==> config.mk <==
export PLATFORM = sky130hd
export DESIGN_NAME = float32_sum_stream_flat
export DESIGN_NICKNAME = d
export VERILOG_FILES = /design/src/rtl/float32_sum_stream_if.sv /design/src/rtl/float32_sum_stream.sv /design/src/flat_wrapper.sv
export SDC_FILE = /design/constraint.sdc
export NUM_CORES = 2
export LEC_CHECK = 0
export CORE_MARGIN = 3
export CORE_UTILIZATION = 25
export CTS_CLUSTER_SIZE = 40
export DETAILED_ROUTE_END_ITERATION = 16
export GPL_TIMING_DRIVEN = 0
export MAX_ROUTING_LAYER = met4
export PLACE_DENSITY = 0.47
export SLEW_MARGIN = 25
export SYNTH_ARGS = -nofsm -noshare
export SYNTH_HDL_FRONTEND = slang
export SYNTH_SLANG_ARGS = --single-unit
==> constraint.sdc <==
create_clock -name clk -period 21.1 [get_ports clk]
set_clock_uncertainty 0.1 [all_clocks]
set_input_delay 3.165 -clock clk [delete_from_list [all_inputs] [get_ports clk]]
set_output_delay 3.165 -clock clk [all_outputs]
set_load 0.02 [all_outputs]
==> src/rtl/float32_sum_stream_if.sv <==
// Handshake bundle for float32_sum_stream: the vector input side, the scalar
// result side and the status flags travel together between producer and reducer.
interface float32_sum_stream_if #(
   parameter int BITWIDTH = 32,
   parameter int VALUES   = 3
);
   logic                       mode;
   logic                       in_valid;
   logic                       in_last;
   logic [BITWIDTH*VALUES-1:0] data;
   logic                       in_ready;
   logic                       out_valid;
   logic                       out_last;
   logic [BITWIDTH-1:0]        result;
   logic                       busy;

   modport master (
      output mode, in_valid, in_last, data,
      input  in_ready, out_valid, out_last, result, busy
   );

   modport slave (
      input  mode, in_valid, in_last, data,
      output in_ready, out_valid, out_last, result, busy
   );
endinterface

==> src/rtl/float32_sum_stream.sv <==
// Streaming float32 reducer. Each accepted vector is summed by a balanced
// binary tree of pipelined float adders (unused leaves are +0). Mode 0 emits
// one sum per vector; mode 1 queues tree sums in a credit-protected FIFO and
// folds them into an accumulator, emitting one total per in_last-terminated frame.
module float32_sum_stream #(
   parameter int BITWIDTH     = 32,
   parameter int VALUES       = 3,
   parameter int VALUES_POWER = 4,
   parameter int LOG2_POWER   = 2,
   parameter int ADD_LATENCY  = 2,
   parameter int FIFO_DEPTH   = 4
) (
   input logic                 clk,
   input logic                 rst,
   float32_sum_stream_if.slave bus
);

   localparam int TREE_LAT = LOG2_POWER * ADD_LATENCY;
   localparam int PTR_W    = $clog2(FIFO_DEPTH);
   localparam int CNT_W    = PTR_W + 1;
   localparam int CTR_W    = $clog2(ADD_LATENCY + 1);

   // Intermediate adder state between the align/add stage and the round stage.
   typedef struct packed {
      logic               special;
      logic [31:0]        special_val;
      logic               sign;
      logic               zero_sign;
      logic signed [9:0]  exp;
      logic [27:0]        mag;
   } add_mid_t;

   typedef enum logic [0:0] {S_IDLE, S_WAIT} state_t;

   // Leading-zero count of the 27-bit pre-normalisation magnitude.
   function automatic int f_lzc27(input logic [26:0] v);
      int   c;
      logic seen;
      c    = 0;
      seen = 1'b0;
      for (int i = 26; i >= 0; i--) begin
         if (v[i]) seen = 1'b1;
         else if (!seen) c = c + 1;
      end
      return c;
   endfunction

   // Exponent saturation: overflow becomes infinity, underflow flushes to zero.
   function automatic logic [31:0] f_sat_pack(input logic sign, input logic signed [9:0] e,
                                              input logic [22:0] frac);
      if (e >= 10'sd255)    return {sign, 8'hFF, 23'd0};
      else if (e <= 10'sd0) return {sign, 31'd0};
      else                  return {sign, e[7:0], frac};
   endfunction

   // Swap operands by magnitude, align the smaller one with guard/round/sticky
   // bits, then add or subtract magnitudes. Denormal inputs are treated as zero.
   function automatic add_mid_t f_add_align(input logic [31:0] a, input logic [31:0] b);
      add_mid_t    m;
      logic [31:0] hi, lo;
      logic [23:0] mx, my;
      logic [7:0]  d;
      logic [49:0] ext;
      logic [26:0] ax, ay;
      logic        a_nan, b_nan, a_inf, b_inf;
      m   = '0;
      ext = '0;
      if (a[30:0] >= b[30:0]) begin hi = a; lo = b; end
      else begin hi = b; lo = a; end
      mx = (hi[30:23] != 8'd0) ? {1'b1, hi[22:0]} : 24'd0;
      my = (lo[30:23] != 8'd0) ? {1'b1, lo[22:0]} : 24'd0;
      d  = hi[30:23] - lo[30:23];
      ax = {mx, 3'b000};
      if (d > 8'd26) begin
         ay = {26'd0, |my};
      end else begin
         ext = {my, 26'd0} >> d;
         ay  = {ext[49:24], |ext[23:0]};
      end
      m.sign      = hi[31];
      m.zero_sign = a[31] & b[31];
      m.exp       = $signed({2'b00, hi[30:23]});
      if (hi[31] == lo[31]) m.mag = {1'b0, ax} + {1'b0, ay};
      else                  m.mag = {1'b0, ax} - {1'b0, ay};
      a_nan = (a[30:23] == 8'hFF) && (a[22:0] != 23'd0);
      b_nan = (b[30:23] == 8'hFF) && (b[22:0] != 23'd0);
      a_inf = (a[30:23] == 8'hFF) && (a[22:0] == 23'd0);
      b_inf = (b[30:23] == 8'hFF) && (b[22:0] == 23'd0);
      m.special = a_nan | b_nan | a_inf | b_inf;
      if (a_nan || b_nan || (a_inf && b_inf && (a[31] != b[31]))) m.special_val = 32'h7FC0_0000;
      else if (a_inf)                                              m.special_val = a;
      else                                                         m.special_val = b;
      return m;
   endfunction

   // Normalise, round to nearest-even and pack.
   function automatic logic [31:0] f_add_round(input add_mid_t m);
      logic [26:0]       n;
      logic signed [9:0] e;
      logic [24:0]       mr;
      logic              inc;
      int                lz;
      if (m.special)        return m.special_val;
      if (m.mag == 28'd0)   return {m.zero_sign, 31'd0};
      if (m.mag[27]) begin
         n = {m.mag[27:2], m.mag[1] | m.mag[0]};
         e = m.exp + 10'sd1;
      end else begin
         lz = f_lzc27(m.mag[26:0]);
         n  = m.mag[26:0] << lz;
         e  = m.exp - $signed(10'(lz));
      end
      inc = n[2] & (n[1] | n[0] | n[3]);
      mr  = {1'b0, n[26:3]} + {24'd0, inc};
      if (mr[24]) begin
         e  = e + 10'sd1;
         mr = mr >> 1;
      end
      return f_sat_pack(m.sign, e, mr[22:0]);
   endfunction

   function automatic int f_popcount(input logic [TREE_LAT-1:0] v);
      int c;
      c = 0;
      for (int i = 0; i < TREE_LAT; i++) if (v[i]) c = c + 1;
      return c;
   endfunction

   // Adder slot 0 is the accumulator adder; slots 1..VALUES_POWER-1 are tree
   // nodes in heap order (node n has children 2n and 2n+1, leaves at VALUES_POWER+k).
   logic [31:0]            w_add_a [0:VALUES_POWER-1];
   logic [31:0]            w_add_b [0:VALUES_POWER-1];
   logic [31:0]            w_add_y [0:VALUES_POWER-1];
   logic [31:0]            w_node  [1:2*VALUES_POWER-1];

   logic [TREE_LAT-1:0]    r_vld_pipe;
   logic [TREE_LAT-1:0]    r_last_pipe;
   logic [31:0]            r_fifo_data [0:FIFO_DEPTH-1];
   logic                   r_fifo_last [0:FIFO_DEPTH-1];
   logic [PTR_W-1:0]       r_wptr, r_rptr;
   logic [CNT_W-1:0]       r_count;
   state_t                 r_state;
   logic                   r_acc_full;
   logic [31:0]            r_acc;
   logic [31:0]            r_op_b;
   logic                   r_op_last;
   logic [CTR_W-1:0]       r_ctr;
   logic                   r_out_valid, r_out_last;
   logic [31:0]            r_result;

   logic                   w_in_ready, w_accept;
   logic                   w_tree_vld, w_tree_last;
   logic                   w_push, w_pop;
   logic [31:0]            w_head_data;
   logic                   w_head_last;

   for (genvar k = 0; k < VALUES_POWER; k++) begin : g_leaf
      if (k < VALUES) begin : g_lane
         assign w_node[VALUES_POWER+k] = bus.data[k*BITWIDTH +: BITWIDTH];
      end else begin : g_pad
         assign w_node[VALUES_POWER+k] = 32'h0000_0000;
      end
   end

   for (genvar n = 1; n < VALUES_POWER; n++) begin : g_tree
      assign w_add_a[n] = w_node[2*n];
      assign w_add_b[n] = w_node[2*n+1];
      assign w_node[n]  = w_add_y[n];
   end

   // The accumulator adder sees the FIFO head in the pop cycle and the held
   // copy afterwards, so its inputs stay constant for the whole WAIT interval.
   assign w_add_a[0] = r_acc;
   assign w_add_b[0] = (r_state == S_IDLE) ? w_head_data : r_op_b;

   for (genvar n = 0; n < VALUES_POWER; n++) begin : g_add
      add_mid_t    r_mid_p0;
      logic [31:0] r_sum_p [1:ADD_LATENCY-1];
      // Adder datapath; not reset, results are only used when qualified by valid.
      always_ff @(posedge clk) begin
         // p0: align and add
         r_mid_p0    <= f_add_align(w_add_a[n], w_add_b[n]);
         // p1: normalise and round; later stages only delay
         r_sum_p[1]  <= f_add_round(r_mid_p0);
         for (int s = 2; s < ADD_LATENCY; s++) r_sum_p[s] <= r_sum_p[s-1];
      end
      assign w_add_y[n] = r_sum_p[ADD_LATENCY-1];
   end

   // Credit check: everything already in the FIFO plus everything still in the
   // tree must fit, so a tree result always finds a free FIFO slot.
   assign w_in_ready  = !bus.mode || ((int'(r_count) + f_popcount(r_vld_pipe)) < FIFO_DEPTH);
   assign w_accept    = bus.in_valid && w_in_ready;
   assign w_tree_vld  = r_vld_pipe[TREE_LAT-1];
   assign w_tree_last = r_last_pipe[TREE_LAT-1];
   assign w_push      = w_tree_vld && bus.mode;
   assign w_pop       = (r_state == S_IDLE) && (r_count != '0);
   assign w_head_data = r_fifo_data[r_rptr];
   assign w_head_last = r_fifo_last[r_rptr];

   // Valid/last shift register matching the tree latency.
   always_ff @(posedge clk) begin
      if (rst) begin
         r_vld_pipe  <= '0;
         r_last_pipe <= '0;
      end else begin
         r_vld_pipe  <= {r_vld_pipe[TREE_LAT-2:0], w_accept};
         r_last_pipe <= {r_last_pipe[TREE_LAT-2:0], bus.in_last};
      end
   end

   // Tree-result FIFO; push and pop in the same cycle leave the count unchanged.
   always_ff @(posedge clk) begin
      if (rst) begin
         r_wptr  <= '0;
         r_rptr  <= '0;
         r_count <= '0;
      end else begin
         if (w_push) begin
            r_fifo_data[r_wptr] <= w_node[1];
            r_fifo_last[r_wptr] <= w_tree_last;
            r_wptr              <= r_wptr + 1'b1;
         end
         if (w_pop) r_rptr <= r_rptr + 1'b1;
         case ({w_push, w_pop})
            2'b10:   r_count <= r_count + 1'b1;
            2'b01:   r_count <= r_count - 1'b1;
            default: r_count <= r_count;
         endcase
      end
   end

   // Accumulator FSM and registered output for both modes.
   always_ff @(posedge clk) begin
      if (rst) begin
         r_state     <= S_IDLE;
         r_acc_full  <= 1'b0;
         r_ctr       <= '0;
         r_out_valid <= 1'b0;
         r_out_last  <= 1'b0;
         r_result    <= '0;
      end else begin
         r_out_valid <= 1'b0;
         if (!bus.mode && w_tree_vld) begin
            r_out_valid <= 1'b1;
            r_out_last  <= w_tree_last;
            r_result    <= w_node[1];
         end
         case (r_state)
            S_IDLE: begin
               if (r_count != '0) begin
                  if (!r_acc_full) begin
                     // First element of a frame is loaded, never added to zero.
                     r_acc <= w_head_data;
                     if (w_head_last) begin
                        r_out_valid <= 1'b1;
                        r_out_last  <= 1'b1;
                        r_result    <= w_head_data;
                        r_acc_full  <= 1'b0;
                     end else begin
                        r_acc_full  <= 1'b1;
                     end
                  end else begin
                     r_op_b    <= w_head_data;
                     r_op_last <= w_head_last;
                     r_ctr     <= CTR_W'(ADD_LATENCY);
                     r_state   <= S_WAIT;
                  end
               end
            end
            S_WAIT: begin
               r_ctr <= r_ctr - 1'b1;
               if (r_ctr == CTR_W'(1)) begin
                  r_acc   <= w_add_y[0];
                  r_state <= S_IDLE;
                  if (r_op_last) begin
                     r_out_valid <= 1'b1;
                     r_out_last  <= 1'b1;
                     r_result    <= w_add_y[0];
                     r_acc_full  <= 1'b0;
                  end
               end
            end
            default: r_state <= S_IDLE;
         endcase
      end
   end

   assign bus.in_ready  = w_in_ready;
   assign bus.out_valid = r_out_valid;
   assign bus.out_last  = r_out_last;
   assign bus.result    = r_result;
   assign bus.busy      = (|r_vld_pipe) || (r_count != '0) || (r_state != S_IDLE) || r_acc_full;

   a_no_fifo_overflow: assert property (@(posedge clk) disable iff (rst)
      !(w_push && (r_count == CNT_W'(FIFO_DEPTH))));

endmodule

==> src/flat_wrapper.sv <==
// flat-port wrapper written by rule: the top's interface ports become plain ports
module float32_sum_stream_flat 
#(
   parameter int BITWIDTH     = 32,
   parameter int VALUES       = 3,
   parameter int VALUES_POWER = 4,
   parameter int LOG2_POWER   = 2,
   parameter int ADD_LATENCY  = 2,
   parameter int FIFO_DEPTH   = 4
)
  (clk, rst, bus_mode, bus_in_valid, bus_in_last, bus_data, bus_in_ready, bus_out_valid, bus_out_last, bus_result, bus_busy);
  float32_sum_stream_if #(.BITWIDTH(BITWIDTH), .VALUES(VALUES)) bus_i ();
  input logic clk;
  input logic rst;
  input wire logic [$bits(bus_i.mode)-1:0] bus_mode;
  input wire logic [$bits(bus_i.in_valid)-1:0] bus_in_valid;
  input wire logic [$bits(bus_i.in_last)-1:0] bus_in_last;
  input wire logic [$bits(bus_i.data)-1:0] bus_data;
  output wire logic [$bits(bus_i.in_ready)-1:0] bus_in_ready;
  output wire logic [$bits(bus_i.out_valid)-1:0] bus_out_valid;
  output wire logic [$bits(bus_i.out_last)-1:0] bus_out_last;
  output wire logic [$bits(bus_i.result)-1:0] bus_result;
  output wire logic [$bits(bus_i.busy)-1:0] bus_busy;
  assign bus_i.mode = bus_mode;
  assign bus_i.in_valid = bus_in_valid;
  assign bus_i.in_last = bus_in_last;
  assign bus_i.data = bus_data;
  assign bus_in_ready = bus_i.in_ready;
  assign bus_out_valid = bus_i.out_valid;
  assign bus_out_last = bus_i.out_last;
  assign bus_result = bus_i.result;
  assign bus_busy = bus_i.busy;
  float32_sum_stream #(.BITWIDTH(BITWIDTH), .VALUES(VALUES), .VALUES_POWER(VALUES_POWER), .LOG2_POWER(LOG2_POWER), .ADD_LATENCY(ADD_LATENCY), .FIFO_DEPTH(FIFO_DEPTH)) u_core (.clk(clk), .rst(rst), .bus(bus_i));
endmodule
==> impl_metrics.env <==
export IMPL_fin_hold_ws_ns=0.327
export IMPL_cts_buffers=78
export IMPL_area_growth_pct=14.8
export IMPL_total_leakage_power_nw=30.7
export IMPL_startpoint_type="register"
export IMPL_fin_tns_setup_ns=0
export IMPL_cts_hold_buffers=0
export IMPL_first_iter_violations=7172
export IMPL_slew_viol_final=0
export IMPL_fp_dieW_um=535
export IMPL_ant_nets=0
export IMPL_core_um2=277000
export IMPL_cts_sinks=660
export IMPL_num_fill_cells=30300
export IMPL_dieHeight_um=535
export IMPL_max_slew_margin_rel=0.247
export IMPL_dp_hpwl_um=226000
export IMPL_placed_cell_area_um2=76200
export IMPL_synth_area_um2=69900
export IMPL_yosys_top_cells_area="dfxtp_1, edfxtp_1, ha_1, nand2_1, nor2_1"
export IMPL_grt_max_degree=24
export IMPL_io_pin_count=137
export IMPL_ys_seq_area_frac=0.217
export IMPL_dp_slack_ns=-2.44
export IMPL_critPathKind="register to register"
export IMPL_drt_pass1_iterations=6
export IMPL_via_count=71600
export IMPL_grt_overflow_total=0
export IMPL_numPortBuffers=136
export IMPL_avgSynthCellArea_um2=7.59
export IMPL_hold_path_class="register to register"
export IMPL_yosys_area_top_type="dfxtp_1"
export IMPL_crit_top_cell="ha_1"
export IMPL_maxCapViolations=0
export IMPL_powerDensity_nw_per_um2=152
export IMPL_worst_slew_pin_slew_ns=1.13
export IMPL_utilization=0.289
export IMPL_wirelength_um=282000
export IMPL_cts_root_buf="clkbuf_16"
export IMPL_netlist_area_leader_share=0.133
export IMPL_setup_slack_ns=0.943
export IMPL_place_inst=13100
export IMPL_nets=10000
export IMPL_path_clk_slew_ns=0.06
export IMPL_cts_tree="built"
export IMPL_ys_types=136
export IMPL_peakVddDrop_mv=0.123
export IMPL_power_mw=12.2
export IMPL_antenna_found_initial=3
export IMPL_drc=0
export IMPL_ctsHtreeMaxLevel=3
export IMPL_required_ns=21.56
export IMPL_timing_fmax_mhz=49.6
export IMPL_grt_pass1_wl_um=424000
export IMPL_clk_path_buf_depth=3
export IMPL_crit_path_end_kind="register"
export IMPL_crit_arrival_ns=20.62
export IMPL_stdcell_count=13300
export IMPL_track_usage=0.193
export IMPL_synth_most_common_cell="nand2_1"
export IMPL_crit_slowest_cell="or4_1"
export IMPL_period_needed_ns=20.16
export IMPL_synthFlopType="dfxtp_1"
export IMPL_grt_pass1_vias=68200
export IMPL_drive_gt1_frac=0.0817
export IMPL_wl_per_cell_um=21.2
export IMPL_ys_ff_latch=660
export IMPL_final_area_um2=80200
export IMPL_fp_row_count=193
export IMPL_setup_violations=0
export IMPL_synthCells=9213
export IMPL_globalplace_congestion=0.973
export IMPL_synth_commonest_cells="nand2_1, nor2_1, a21oi_1"
export IMPL_crit_fanout=10
export IMPL_hold_violations=0
export IMPL_clk_latency_ns=0.70
export IMPL_viasPerCell=5.39
export IMPL_ys_async_sr_fraction=0
export IMPL_cpPeakStageDelay_ns=0.43
export IMPL_regToRegSetupSlack_ns=0.94
export IMPL_finalCritPeriodShare=0.955
export IMPL_status="finished clean"
export IMPL_dieArea_um2=286000
export IMPL_synth_edff_count=197
export IMPL_initial_core_util=0.252
export IMPL_yosysWarnings=0
==> layout make-up <==
type / instances / area (µm²) / area share
multi-input cells: 7685 / 52300 / 0.652
flip-flops and latches: 660 / 15200 / 0.190
well taps: 3705 / 4640 / 0.0578
clock buffers: 105 / 2140 / 0.0267
repair buffers: 216 / 2020 / 0.0252
plain buffers: 497 / 2010 / 0.0250
inverters: 387 / 1450 / 0.0181
clock inverters: 39 / 475 / 0.00593
diodes: 1 / 2.50 / 0.0000312
==> where the power goes <==
group | switching (mW) | internal (mW)
clock | 0.581 | 0.790
combinational | 5.57 | 3.11
sequential | 0.438 | 1.67
total | 6.59 | 5.57
==> state kept, by name (all words and copies together) (netlist names), 2 cells and up, named ones only <==
name and cells:
u_core.g_add.r_mid_p0 280, u_core.g_add.r_sum_p 128, u_core.r_fifo_data 128, u_core.bus.result 32
u_core.r_acc 32, u_core.r_op_b 32, u_core.r_fifo_last 4, u_core.r_last_pipe 4
u_core.r_vld_pipe 4, u_core.r_count 3, u_core.r_ctr 2, u_core.r_rptr 2
u_core.r_wptr 2
==> placed cells by master (no fill, tap or decap), types with 106 or more instances in the layout <==
master           netlist  layout
nor2_1               928     916
nand2b_1             147     144
nand3_1              288     286
clkbuf_1             412     400
a21o_1               136     136
dfxtp_1              463     456
or3_1                120     116
xor2_1               169     164
nor4_1               123     118
o21ai_0              473     454
a21oi_1              614     606
clkdlybuf4s50_1        0     136
and2_1               156     151
nor3_1               274     269
a211oi_1             129     124
mux2i_1              330     317
xnor2_1              354     348
nand4_1              113     113
edfxtp_1             197     197
nand2_1             1130    1127
ha_1                 395     388
nor2b_1              109     106
inv_1                374     373
==> worst max-delay path, delay by kind of cell (launching register included) <==
family | cells | cell delay [ns]
fa+ha+maj | 24 | 6.85
simple gates | 38 | 5.24
compound gates | 27 | 4.65
mux | 9 | 1.88
buf+inv | 7 | 0.88
flops | 1 | 0.37
==> timing repair <==
item                       4_1_cts  5_1_grt
gates cloned                     0        0
pin swaps                        9       39
setup endpoints to repair       86      124
gates resized for setup         58      193
buffers inserted                10       58
==> path summary, 6_finish.rpt <==
path / start / endpoint / cells after the start
setup / recovery: u_core.g_add[0].r_mid_p0[24] / u_core.g_add[0].r_sum_p[1][17] / 105
hold / removal: u_core.g_add[3].r_mid_p0[40] / u_core.g_add[3].r_sum_p[1][0] / 2
setup reg to reg: u_core.g_add[0].r_mid_p0[24] / u_core.g_add[0].r_sum_p[1][17] / 105
hold reg to reg: u_core.g_add[3].r_mid_p0[40] / u_core.g_add[3].r_sum_p[1][0] / 2
==> metal layers <==
metal | vias up | GRT usage | routed length, µm
met1 | 34600 | 0.260 | 130000
met3 | 476 | 0.0182 | 14500
met5 | - | - | 0
met2 | 2388 | 0.302 | 128000
met4 | 0 | 0.0623 | 9600
li1 | 34200 | - | -
==> cells by family after synthesis <==
| kind of cell | after synthesis | share of synthesized area |
|---|---|---|
| buf+inv | 890 | 0.0490 |
| xor+xnor | 582 | 0.0832 |
| fa+ha+maj | 408 | 0.0737 |
| other cells | 1 | 0.0000537 |
| simple gates | 3768 | 0.262 |
| mux | 488 | 0.0862 |
| flops | 660 | 0.217 |
| compound gates | 2416 | 0.228 |
(Power assumes the default switching activity.)
